<file path="src/rtl/dds_wave_gen_if.sv">
// Bundle of the tone generator's control, ROM and sample-output signals.
// The generator uses the slave view. The environment uses the master view;
// the environment also models the external quarter-wave ROM.
interface dds_wave_gen_if #(
  parameter int PHASE_W = 16,
  parameter int LUT_AW  = 7,
  parameter int OUT_W   = 8
);
  logic               en;
  logic               tw_load;
  logic [PHASE_W-1:0] tw_in;
  logic [1:0]         mode_in;
  logic [1:0]         vol_in;
  logic [LUT_AW-1:0]  lut_addr;
  logic [OUT_W-2:0]   lut_data;
  logic [OUT_W-1:0]   wave_out;
  logic               sample_valid;

  modport master (
    output en, tw_load, tw_in, mode_in, vol_in, lut_data,
    input  lut_addr, wave_out, sample_valid
  );

  modport slave (
    input  en, tw_load, tw_in, mode_in, vol_in, lut_data,
    output lut_addr, wave_out, sample_valid
  );
endinterface

</file>
<file path="src/rtl/dds_wave_gen.sv">
// DDS tone generator.
// A binary phase accumulator advances once per sample tick. The tick comes
// from a built-in clock divider. A three-stage pipeline turns the phase
// into sine (through an external quarter-wave ROM), square, triangle or
// sawtooth samples, with shift attenuation. Samples are offset binary.
module dds_wave_gen #(
  parameter int PHASE_W  = 16,
  parameter int LUT_AW   = 7,
  parameter int OUT_W    = 8,
  parameter int TICK_DIV = 25000
) (
  input  logic            clk,
  input  logic            rst_n,
  dds_wave_gen_if.slave   bus
);

  localparam int                DIV_W    = (TICK_DIV > 1) ? $clog2(TICK_DIV) : 1;
  localparam logic [DIV_W-1:0]  DIV_LAST = DIV_W'(TICK_DIV - 1);
  localparam logic [OUT_W-1:0]  MID      = {1'b1, {(OUT_W-1){1'b0}}};

  // Shift attenuation followed by conversion to offset binary (wraps mod 2^OUT_W)
  function automatic logic [OUT_W-1:0] atten_offset(input logic signed [OUT_W-1:0] s,
                                                    input logic [1:0]               sh);
    logic signed [OUT_W-1:0] a;
    a = s >>> sh;
    return $unsigned(a) + MID;
  endfunction

  logic [DIV_W-1:0]   div_cnt;
  logic               tick;

  logic [PHASE_W-1:0] tw_sh;
  logic [1:0]         mode_sh;
  logic [1:0]         vol_sh;

  logic [PHASE_W-1:0] phase_p0;
  logic [1:0]         mode_p0;
  logic [1:0]         vol_p0;
  logic               mute_p0;
  logic               vld_p0;
  logic [1:0]         q_p0;
  logic [LUT_AW-1:0]  idx_p0;

  // Only the top OUT_W+1 phase bits feed the waveform forming.
  logic [OUT_W:0]     ptop_p1;
  logic [LUT_AW-1:0]  lut_addr_p1;
  logic [1:0]         mode_p1;
  logic [1:0]         vol_p1;
  logic               mute_p1;
  logic               vld_p1;

  logic [OUT_W-1:0]   wave_p2;
  logic               vld_p2;

  logic [1:0]              q_p1;
  logic [OUT_W-1:0]        tri_t;
  logic [OUT_W-1:0]        tri_u;
  logic signed [OUT_W-1:0] samp_s;

  assign tick = (div_cnt == DIV_LAST);

  // Sample-rate divider: count 0..TICK_DIV-1, tick on the last count
  always_ff @(posedge clk or negedge rst_n) begin
    if (!rst_n)    div_cnt <= '0;
    else if (tick) div_cnt <= '0;
    else           div_cnt <= div_cnt + 1'b1;
  end

  // Shadow configuration, written on every load strobe regardless of tick
  always_ff @(posedge clk or negedge rst_n) begin
    if (!rst_n) begin
      tw_sh   <= '0;
      mode_sh <= '0;
      vol_sh  <= '0;
    end else if (bus.tw_load) begin
      tw_sh   <= bus.tw_in;
      mode_sh <= bus.mode_in;
      vol_sh  <= bus.vol_in;
    end
  end

  // ---- stage 0: phase accumulate on tick; a disabled tick zeroes phase and mutes ----
  // Phase accumulator and active configuration, updated once per tick.
  always_ff @(posedge clk or negedge rst_n) begin
    if (!rst_n) begin
      phase_p0 <= '0;
      mode_p0  <= '0;
      vol_p0   <= '0;
      mute_p0  <= 1'b0;
      vld_p0   <= 1'b0;
    end else begin
      vld_p0 <= tick;
      if (tick) begin
        mode_p0 <= mode_sh;
        vol_p0  <= vol_sh;
        if (bus.en) begin
          phase_p0 <= phase_p0 + tw_sh;
          mute_p0  <= 1'b0;
        end else begin
          phase_p0 <= '0;
          mute_p0  <= 1'b1;
        end
      end
    end
  end

  assign q_p0   = phase_p0[PHASE_W-1 -: 2];
  assign idx_p0 = phase_p0[PHASE_W-3 -: LUT_AW];

  // ---- stage 1: quarter-mirrored ROM address, context piped alongside ----
  // ROM address plus the phase context, captured once per sample.
  always_ff @(posedge clk or negedge rst_n) begin
    if (!rst_n) begin
      lut_addr_p1 <= '0;
      ptop_p1     <= '0;
      mode_p1     <= '0;
      vol_p1      <= '0;
      mute_p1     <= 1'b0;
      vld_p1      <= 1'b0;
    end else begin
      vld_p1 <= vld_p0;
      if (vld_p0) begin
        lut_addr_p1 <= q_p0[0] ? ~idx_p0 : idx_p0;
        ptop_p1     <= phase_p0[PHASE_W-1 -: OUT_W+1];
        mode_p1     <= mode_p0;
        vol_p1      <= vol_p0;
        mute_p1     <= mute_p0;
      end
    end
  end

  assign bus.lut_addr = lut_addr_p1;

  assign q_p1  = ptop_p1[OUT_W -: 2];
  assign tri_t = ptop_p1[OUT_W-1:0];
  assign tri_u = ptop_p1[OUT_W] ? ~tri_t : tri_t;

  // Signed sample for the selected waveform; the lower half of sine is -1-mag.
  always_comb begin
    samp_s = '0;
    case (mode_p1)
      2'd0:    samp_s = q_p1[1] ? $signed(~{1'b0, bus.lut_data}) : $signed({1'b0, bus.lut_data});
      2'd1:    samp_s = q_p1[1] ? $signed(MID) : $signed(MID - 1'b1);
      2'd2:    samp_s = $signed(tri_u - MID);
      default: samp_s = $signed(ptop_p1[OUT_W:1] - MID);
    endcase
  end

  // ---- stage 2: attenuate, offset and register the output sample ----
  // Output register holds between samples; valid pulses for one cycle per sample.
  always_ff @(posedge clk or negedge rst_n) begin
    if (!rst_n) begin
      wave_p2 <= MID;
      vld_p2  <= 1'b0;
    end else begin
      vld_p2 <= vld_p1;
      if (vld_p1) wave_p2 <= mute_p1 ? MID : atten_offset(samp_s, vol_p1);
    end
  end

  assign bus.wave_out     = wave_p2;
  assign bus.sample_valid = vld_p2;

endmodule

</file>
<file path="src/flat_wrapper.sv">
// flat-port wrapper written by rule: the top's interface ports become plain ports
module dds_wave_gen_flat 
#(
  parameter int PHASE_W  = 16,
  parameter int LUT_AW   = 7,
  parameter int OUT_W    = 8,
  parameter int TICK_DIV = 25000
)
  (clk, rst_n, bus_en, bus_tw_load, bus_tw_in, bus_mode_in, bus_vol_in, bus_lut_data, bus_lut_addr, bus_wave_out, bus_sample_valid);
  dds_wave_gen_if #(.PHASE_W(PHASE_W), .LUT_AW(LUT_AW), .OUT_W(OUT_W)) bus_i ();
  input  logic clk;
  input  logic rst_n;
  input wire logic [$bits(bus_i.en)-1:0] bus_en;
  input wire logic [$bits(bus_i.tw_load)-1:0] bus_tw_load;
  input wire logic [$bits(bus_i.tw_in)-1:0] bus_tw_in;
  input wire logic [$bits(bus_i.mode_in)-1:0] bus_mode_in;
  input wire logic [$bits(bus_i.vol_in)-1:0] bus_vol_in;
  input wire logic [$bits(bus_i.lut_data)-1:0] bus_lut_data;
  output wire logic [$bits(bus_i.lut_addr)-1:0] bus_lut_addr;
  output wire logic [$bits(bus_i.wave_out)-1:0] bus_wave_out;
  output wire logic [$bits(bus_i.sample_valid)-1:0] bus_sample_valid;
  assign bus_i.en = bus_en;
  assign bus_i.tw_load = bus_tw_load;
  assign bus_i.tw_in = bus_tw_in;
  assign bus_i.mode_in = bus_mode_in;
  assign bus_i.vol_in = bus_vol_in;
  assign bus_i.lut_data = bus_lut_data;
  assign bus_lut_addr = bus_i.lut_addr;
  assign bus_wave_out = bus_i.wave_out;
  assign bus_sample_valid = bus_i.sample_valid;
  dds_wave_gen #(.PHASE_W(PHASE_W), .LUT_AW(LUT_AW), .OUT_W(OUT_W), .TICK_DIV(TICK_DIV)) u_core (.clk(clk), .rst_n(rst_n), .bus(bus_i));
endmodule
</file>
<file path="config.mk">
export PLATFORM = sky130hd
export DESIGN_NAME = dds_wave_gen_flat
export DESIGN_NICKNAME = d
export VERILOG_FILES = /design/src/rtl/dds_wave_gen_if.sv /design/src/rtl/dds_wave_gen.sv /design/src/flat_wrapper.sv
export SDC_FILE = /design/constraint.sdc
export NUM_CORES = 1
export LEC_CHECK = 0
export BUFFER_PORTS_ARGS = -buffer_cell sky130_fd_sc_hd__buf_2
export CORE_ASPECT_RATIO = 0.9
export CORE_MARGIN = 2
export CORE_UTILIZATION = 35
export CTS_BUF_LIST = sky130_fd_sc_hd__clkbuf_4 sky130_fd_sc_hd__clkbuf_8
export CTS_CLUSTER_DIAMETER = 60
export DETAILED_ROUTE_END_ITERATION = 6
export SETUP_SLACK_MARGIN = 0.5
export SKIP_LAST_GASP = 1
export SLEW_MARGIN = 40
export SYNTH_ARGS = -nofsm -noshare
export SYNTH_HDL_FRONTEND = slang
export SYNTH_SLANG_ARGS = --single-unit
export TNS_END_PERCENT = 30
</file>
<file path="constraint.sdc">
create_clock -name clk -period 2.9 [get_ports clk]
set_clock_uncertainty 0.05 [all_clocks]
set_input_delay 0.145 -clock clk [delete_from_list [all_inputs] [get_ports clk]]
set_output_delay 0.145 -clock clk [all_outputs]
set_load 0.01 [all_outputs]
</file>
* Yosys cells after proc, flatten, opt, wreduce, memory -nomap -nowiden
Index checks and enable logic that the tools add are counted.
** Operators by class
- Reductions and logical operators :: 1
- Bitwise operators :: 3
- Add/sub/neg operators :: 5
- Multipliers :: 0
- Shifts and indexed selects :: 1
- Multiplexer cells :: 9
- Magnitude comparators :: 0
- Div/mod/pow operators :: 0
- Eq/ne operators :: 3
** Operator list (number)
- $mux 8 :: 4
- $pmux 8 s3 :: 1
- $add 16x16->16 :: 1
- $mux 16 :: 1
- $sub 8x8->8 const B :: 2
- $add 15x1->15 const B :: 1
- $eq 15x15->1 const B :: 1
- $mux 15 :: 1
- $add 8x8->8 const B :: 1
- $not 7->8 :: 1
- $not 8->8 :: 1
- $sshr 8x2->8 :: 1
- $mux 7 :: 1
- $not 7->7 :: 1
- $eq 2x1->1 const B :: 1
- $eq 2x2->1 const B :: 1
- $logic_not 2->1 :: 1
- $mux 1 :: 1
** Storage, ports and cells
- Logic and storage cells :: 39
- Output and inout bits :: 16
- Input port bits :: 31
- ROM bits :: 0
- Bits in writable memories :: 0
- Bits in latches :: 0
- Bits in registers :: 88
- Memories kept :: 0

* Logic depth before layout (Yosys ltp)
Gate-level depths: netlist of run 1.
- Depth after elaboration :: 7
- Mapped depth :: 9
- Gate-level depth less buffers :: 9

* Worst setup path after synthesis of run 1
OpenSTA, ideal clock, no wires.
- Path kind :: flip-flop to flip-flop
- From :: register u_core.phase_p0[12]
- To :: register u_core.phase_p0[15]
- Clock period less this slack :: 2.175 ns
- Stages on the path, launching flop included :: 8
- Buffers on the path :: 0
- Data arrival time :: 2.004 ns
- Library setup time :: 0.121 ns
- Path slack :: 0.725 ns
- Required time :: 2.729 ns
- Cell sequence :: dfrtp_1 -> ha_1 -> a211o_1 -> and3b_1 -> a2111oi_4 -> a311oi_1 -> a41o_1 -> a22o_1
** Between the ends
- Cells in the longest elaborated chain, start to end :: 2
** Ends and longest elaborated chain
- start, declared :: line dds_wave_gen.sv:36 : logic [PHASE_W-1:0] phase_p0;
- start signal, assigned :: line dds_wave_gen.sv:97 : phase_p0 <= phase_p0 + tw_sh;
- $add 16x16->16 :: line dds_wave_gen.sv:97
- $mux 16 :: line dds_wave_gen.sv:96 : if (bus.en) begin
No other way between the ends.
A chain may end at the register's enable or synchronous reset.

* Final worst setup path of run 1
Ends and elaborated chain as after synthesis.

==> flow_summary.yaml, run 1 <==
status:
  status: "completed"
flow_run:
  cap_viol_max_count: 0
worst_setup_path:
  r2r_end: "u_core.phase_p0[15]$_DFFE_PN0P_"
  rrSetupSlack_ps: 550
  crit_start: "u_core.phase_p0[12]$_DFFE_PN0P_"
  cp_max_fo: 8
  worstPathArrival_ps: 2550
  crit_path_start_kind: "register"
  critical_path_class: "reg2reg"
  r2r_start: "u_core.phase_p0[12]$_DFFE_PN0P_"
  r2r_cells: 7
  cp.required_ps: 3100
  cp-endpoint: "u_core.phase_p0[15]$_DFFE_PN0P_"
  end_kind: "register"
layout:
  layout.cells.non_filler: 683
  area_growth_pct: 18.59
  antenna_cells: 0
  nets: 562
  layout-drive-gt1-share: 0.2254
power_and_ir_drop:
  p_leak_nw: 2.509
  power_switching_uw: 650.3
  seq_power_share: 0.515
  power_frac_clock: 0.351
  switching_share: 0.2630
  p_comb_frac: 0.134
  p_int_mw: 1.822
  peakVddDrop_mv: 0.1838
  power_density_nw_per_um2: 449.6
  p_total_mw: 2.473
sta:
  fmax_ghz: 0.4263
  rsz0062_at_grt: "true"
  finalSetupViolations: 0
  drv_slew: 0
  relSlewSlack: 0.6350
  layout_min_cycle_time_ps: 2346
  fin_tns_setup_ps: 0
  fin_ws_ps: 554.0
  timing.final.crit_share: 0.8090
  worst_slew_pin_slew_ps: 547.5
  hold_violations: 0
floorplan:
  die_h_um: 113.2
  std_cell_rows: 39
  die_w_um: 125.3
  floorplan.initialDensity: 0.3613
  die_area_um2: 14190
  ios: 47
  core_um2: 12830
global_route:
  grt.total_usage: 0.1473
  grt_max_degree: 45
  grt.overflow.total: 0
  grt_pass1_wl_mm: 17.25
  antenna_found_initial: 0
  grt_pass1_vias: 3601
clocking:
  cts_sinks: 88
  cts_tree: "yes"
  insertion_delay_ps: 360
  cts.clk_slew.worst_paths_ps: 90
  max-clock-path-buffers: 2
  cts-buffers-inserted: 9
  root_buffer: "clkbuf_8"
  cts.htree.levels: 3
placement:
  dpl.hpwl_mm: 7.116
  routabilityCongestion: 0.9041
  io_buffer_count: 46
  placedCellCount: 643
  pre_cts_ws_ps: 487.6
yosys:
  synth-main-ff-cell: "dfrtp_1"
  synth_edf_count: 0
  synth_warnings: 0
  syn-cell-area_um2: 4637
  yosysTopAreaCellShare: 0.4695
  async_flop_share: 1.000
  synth-seq-cells: 88
  synthTopCellsByArea: "dfrtp_1, mux2_2, xnor2_1, ha_1, nand2_1"
  yosysUniqueCellTypes: 57
  synth_area_leader_cell: "dfrtp_1"
  synth-seq-area-share: 0.4752
  synth.avg_cell_area_um2: 10.42
  syn_nets: 493
  synthesis.instances: 445
routing:
  wl_mm: 9.797
  drt_first_iter_violations: 247
  wire_per_inst_um: 14.34
  vias: 3502
  drt_pass1_iterations: 4
  via_per_inst: 5.127
  ant_nets: 0
  drc: 0
worst_hold_path:
  hold_class: "in2reg"
-- synthesized netlist by cell type (6+ instances only) --
cell       n
a21o_1    10
a21oi_1   24
a32oi_1    6
clkbuf_1  12
dfrtp_1   87
ha_1      16
inv_1     10
mux2_2    33
nand2_1   53
nand3_1   12
nor2_1    24
nor2b_1    7
nor3_1     7
o211ai_1   6
o21a_1     8
o21ai_0   23
xnor2_1   26
xor2_1    10
-- cell type report --
cell class                      instances  area (um2)
Fill cell                            1234        7335
Tap cell                              164       205.2
Timing Repair Buffer                   78       525.5
Clock buffer                            9       123.9
Clock inverter                          7       77.57
Sequential cell                        88        2206
Multi-Input combinational cell        326        2320
Inverter                               11       41.29
-- power groups by stage --
stage | combinational [mW] | sequential [mW] | clock, mW
after global routing | 0.373 | 1.28 | 0.955
after floorplan | 0.210 | 1.29 | 0
after CTS | 0.325 | 1.27 | 0.901
final | 0.332 | 1.27 | 0.868
after global placement | 0.297 | 1.30 | 0
after detailed placement | 0.300 | 1.30 | 0
-- cells by family (layout without fill, tap and decap cells) --
| family | count (synthesis) | count (layout) | share of synthesized area |
|---|---|---|---|
| AOI/OAI and AO/OA | 105 | 105 | 0.1579 |
| buffers and inverters | 31 | 105 | 0.02806 |
| xor gates and xnor gates | 36 | 36 | 0.06800 |
| muxes | 37 | 37 | 0.08878 |
| and+or+nand+nor | 131 | 131 | 0.1346 |
| DFF | 88 | 88 | 0.4752 |
| adders and majority gates | 17 | 17 | 0.04749 |
-- metal layers --
metal,GRT usage,share of wire,vias up
li1,-,-,1732
met1,0.2034,0.49,1703
met2,0.2391,0.46,59
met3,0.02884,0.038,8
met4,0.03852,0.011,0
met5,0,0,-
-- layout by cell type, fill, tap and decap left out, types with 10 or more instances in the layout --
cell,count
dfrtp_1,85
nand2_1,53
buf_2,45
mux2_2,33
xnor2_1,26
nor2_1,24
o21ai_0,23
a21oi_1,21
dlygate4sd3_1,21
ha_1,15
nand3_1,12
buf_4,12
inv_1,10
xor2_1,10
a21o_1,10
-- worst min-delay path by stage --
stage | slack, ps | end | from | cells past startpoint
5_1_grt | 60 | u_core.phase_p0[0]$_DFFE_PN0P_ | bus_en | 3
4_1_cts | 60 | u_core.mute_p0$_DFFE_PN0P_ | bus_en | 2
6_report | 70 | u_core.mute_p0$_DFFE_PN0P_ | bus_en | 2
2_1_floorplan | -200 | u_core.bus.lut_addr[0]$_DFFE_PN0P_ | rst_n | 0
3_5_place_dp | 120 | u_core.ptop_p1[6]$_DFFE_PN0P_ | rst_n | 1
3_3_place_gp | 120 | u_core.ptop_p1[6]$_DFFE_PN0P_ | rst_n | 1
-- worst max-delay path, cell delays in order, from the launching register on --
cell,delay [ps]
dfrtp_1,440
ha_1,400
a211o_1,330
and3b_1,210
a2111oi_4,290
a311oi_1,140
a41o_1,220
a22o_1,170
-- metrics by stage --
stage / utilization / instance area [um2] / hold slack (ps)
5_1_grt: 0.4285 / 5499 / 60.75
4_1_cts: 0.4254 / 5459 / 56.38
3_5_place_dp: 0.3932 / 5046 / 120.5
2_1_floorplan: - / 4637 / -200.6
6_report: 0.4285 / 5499 / 65.85
3_3_place_gp: 0.3932 / 5046 / 119.7
-- flip-flops by register name, indices dropped and copies added (netlist names), 7 cells and up --
register             count
u_core.phase_p0         16
u_core.ptop_p1           9
u_core.div_cnt          15
u_core.bus.wave_out      8
u_core.tw_sh            16
u_core.bus.lut_addr      7
-- what timing repair did --
item                       CTS  global route
pin swaps                    0             5
hold endpoints to repair    61             0
setup endpoints to repair    1             4
hold buffers                21             0
setup buffers                0             3
gates resized for setup      1             5
(Power assumes the default switching activity.)
==> inputs of run 2 (changes only) <==
ABC_AREA = 1   (was not set)
clock period = 1.9 ns   (was 2.9 ns; I/O delays follow)
==> run 2 against run 1 <==
Synthesized area rose by 4.4%. Routed wire length rose by 19%. Synthesized cell count rose by 41%. Hold slack improved by 72 ps. Critical endpoint is now u_core.phase_p0[14]$_DFFE_PN0P_. Non-clock buffer count rose by 28. Largest power group unchanged. Maximum frequency rose by 39%.
==> flow_summary.yaml, run 2 <==
layout:
  final_cell_mix: "nand2_1, dfrtp_1, inv_1"
  nets: 779
  antenna_cells: 0
  fill_cells: 1310
  reg.largest.list: "u_core.phase_p0 x16, u_core.tw_sh x16, u_core.div_cnt x15"
  final_common_cell: "nand2_1"
  layout.cells.non_filler: 904
  layout-drive-gt1-share: 0.2595
  area_growth_pct: 30.82
sta:
  fmax_ghz: 0.5906
  rsz0062_at_grt: "true"
  timing.final.crit_share: 0.8912
  finalSetupViolations: 0
  drv_slew: 0
  worst_slew_pin_slew_ps: 499.1
  fin_tns_setup_ps: 0
  relSlewSlack: 0.6672
  layout_min_cycle_time_ps: 1693
  hold_violations: 0
yosys:
  synth_edf_count: 0
  async_flop_share: 1.000
  synth_common_cells: "nand2_1, dfrtp_1, inv_1, nand3_1, o21ai_0"
  syn-cell-area_um2: 4840
  synthesis.instances: 629
  yosysTopAreaCellShare: 0.4498
  synth_most_common_cell: "nand2_1"
  synth-seq-area-share: 0.4553
  synth_warnings: 0
  synth.avg_cell_area_um2: 7.694
  synthTopCellsByArea: "dfrtp_1, nand2_1, inv_1, nand3_1, o21ai_0"
  synth-seq-cells: 88
  syn_nets: 677
  synth-main-ff-cell: "dfrtp_1"
  synth_area_leader_cell: "dfrtp_1"
  yosysUniqueCellTypes: 29
routing:
  drt_first_iter_violations: 250
  drt_pass1_iterations: 4
  vias: 4304
  wire_per_inst_um: 12.85
  ant_nets: 0
  via_per_inst: 4.761
  drc: 0
  wl_mm: 11.61
worst_setup_path:
  critical_path_class: "reg2reg"
  path_cells: "ha_4, inv_1, nor3_2, and2_1, nand2_2, nand2_1, nand2_1, nand3_1, nand2_1"
  cp_common_cell: "nand2_1"
  worstPathArrival_ps: 1910
  cp_max_fo: 6
  crit_path_start_kind: "register"
  slowest_delay_ps: 440
  end_kind: "register"
  cp.required_ps: 2110
  cpMaxStageDelayCell: "dfrtp_1"
power_and_ir_drop:
  p_total_mw: 4.024
  p_comb_frac: 0.153
  power_switching_mw: 1.022
  power_density_nw_per_um2: 635.5
  p_leak_nw: 3.091
  seq_power_share: 0.484
  peakVddDrop_mv: 0.4779
  power_frac_clock: 0.363
  p_int_mw: 3.001
  switching_share: 0.2540
floorplan:
  std_cell_rows: 40
  core_um2: 13410
  floorplan.initialDensity: 0.3608
  die_area_um2: 14790
  die_h_um: 115.6
  die_w_um: 128.0
  ios: 47
clocking:
  insertion_delay_ps: 370
  cts.clk_slew.worst_paths_ps: 80
  root_buffer: "clkbuf_8"
  cts_sinks: 88
  cts-buffers-inserted: 9
  cts.htree.levels: 3
  cts_tree: "yes"
  max-clock-path-buffers: 2
placement:
  dpl.hpwl_mm: 8.248
  routabilityCongestion: 0.9120
  io_buffer_count: 46
  placedCellCount: 839
global_route:
  grt.overflow.total: 0
  grt_pass1_vias: 4383
  grt_pass1_wl_mm: 19.89
  grt_max_degree: 43
  grt.total_usage: 0.1670
  antenna_found_initial: 0
flow_run:
  cap_viol_max_count: 0
worst_hold_path:
  hold_class: "in2async"
status:
  status: "completed"
run 2: cell count changes after synthesis, sizes merged, moves of 8 or more:
cell | before | now
nand2 | 53 | 198
inv | 10 | 86
nand3 | 12 | 61
o21ai | 23 | 49
xnor2 | 26 | 1
nor2 | 24 | 44
mux2 | 33 | 15
a21o | 10 | 0
a21oi | 24 | 14
nand4 | 3 | 11
o21a | 8 | 0
run 2: kinds of logic (layout without fill, tap and decap cells):
logic type / Yosys count / count (layout) / share of synthesized area
and+or+nand+nor: 328 / 328 / 0.2857
buffers and inverters: 101 / 208 / 0.08195
DFF: 88 / 88 / 0.4553
AOI/OAI and AO/OA: 66 / 66 / 0.07136
adders and majority gates: 17 / 17 / 0.04550
muxes: 15 / 15 / 0.03490
xor gates and xnor gates: 14 / 14 / 0.02534
run 2: critical path: cells and delay by family, from the launching register on:
| kind | cells | cell delay, ps |
|---|---|---|
| flip-flops | 1 | 440 |
| adder cells (fa/ha/maj) | 1 | 320 |
| buffers and inverters | 1 | 70 |
| AND/OR/NAND/NOR | 7 | 730 |
run 2: area by class of cell:
class                           count  area (um2)  share of cell area
Inverter                           86       326.6             0.05158
Multi-Input combinational cell    440        2561              0.4045
Tap cell                          168       210.2             0.03320
Clock inverter                      4       70.07             0.01107
Clock buffer                       12       152.6             0.02411
Timing Repair Buffer              106       800.8              0.1265
Sequential cell                    88        2210              0.3490
run 2: worst paths after layout:
kind	depth (start not counted)	endpoint	slack, ps	startpoint
min in group clk	5	u_core.phase_p0[5]$_DFFE_PN0P_	140	bus_en
worst min register to register	0	u_core.bus.sample_valid$_DFF_PN0_	350	u_core.vld_p1$_DFF_PN0_
worst min-delay path	2	u_core.phase_p0[0]$_DFFE_PN0P_	140	rst_n
worst max register to register	9	u_core.phase_p0[14]$_DFFE_PN0P_	210	u_core.phase_p0[13]$_DFFE_PN0P_
max in group asynchronous	3	u_core.phase_p0[11]$_DFFE_PN0P_	1060	rst_n
worst max-delay path	9	u_core.phase_p0[14]$_DFFE_PN0P_	210	u_core.phase_p0[13]$_DFFE_PN0P_
run 2: power groups by stage:
stage	logic (mW)	registers, mW	clock network (mW)
finish	0.615	1.95	1.46
detailed placement	0.504	1.98	0
global placement	0.493	1.98	0
floorplan	0.344	1.98	0
global route	0.703	1.95	1.59
CTS	0.570	1.95	1.50
run 2: timing repair:
action / in CTS / in global routing
pin swaps: 13 / 13
hold endpoints to repair: 102 / 0
setup buffers: 14 / 11
endpoints found under the setup margin: 38 / 39
hold buffers: 21 / 0
gates cloned: 1 / 2
resized for setup: 35 / 36
run 2: stage by stage:
| stage | setup slack, ps | hold WS, ps | cell area [um2] | util |
|---|---|---|---|---|
| after floorplan | 344.8 | -250.6 | 4965 | - |
| after global placement | 238.9 | -10.40 | 5429 | 0.4048 |
| after detailed placement | 193.2 | -10.47 | 5429 | 0.4048 |
| after CTS | 235.4 | 108.0 | 6095 | 0.4544 |
| after global routing | 123.0 | 126.6 | 6331 | 0.4720 |
| final | 206.7 | 138.1 | 6331 | 0.4720 |
run 2: layer usage:
metal,GRT usage,share of wire,up-vias
li1,-,-,2205
met1,0.2115,0.46,2002
met2,0.2891,0.48,84
met3,0.04063,0.041,13
met4,0.04322,0.016,0
met5,0,0,-
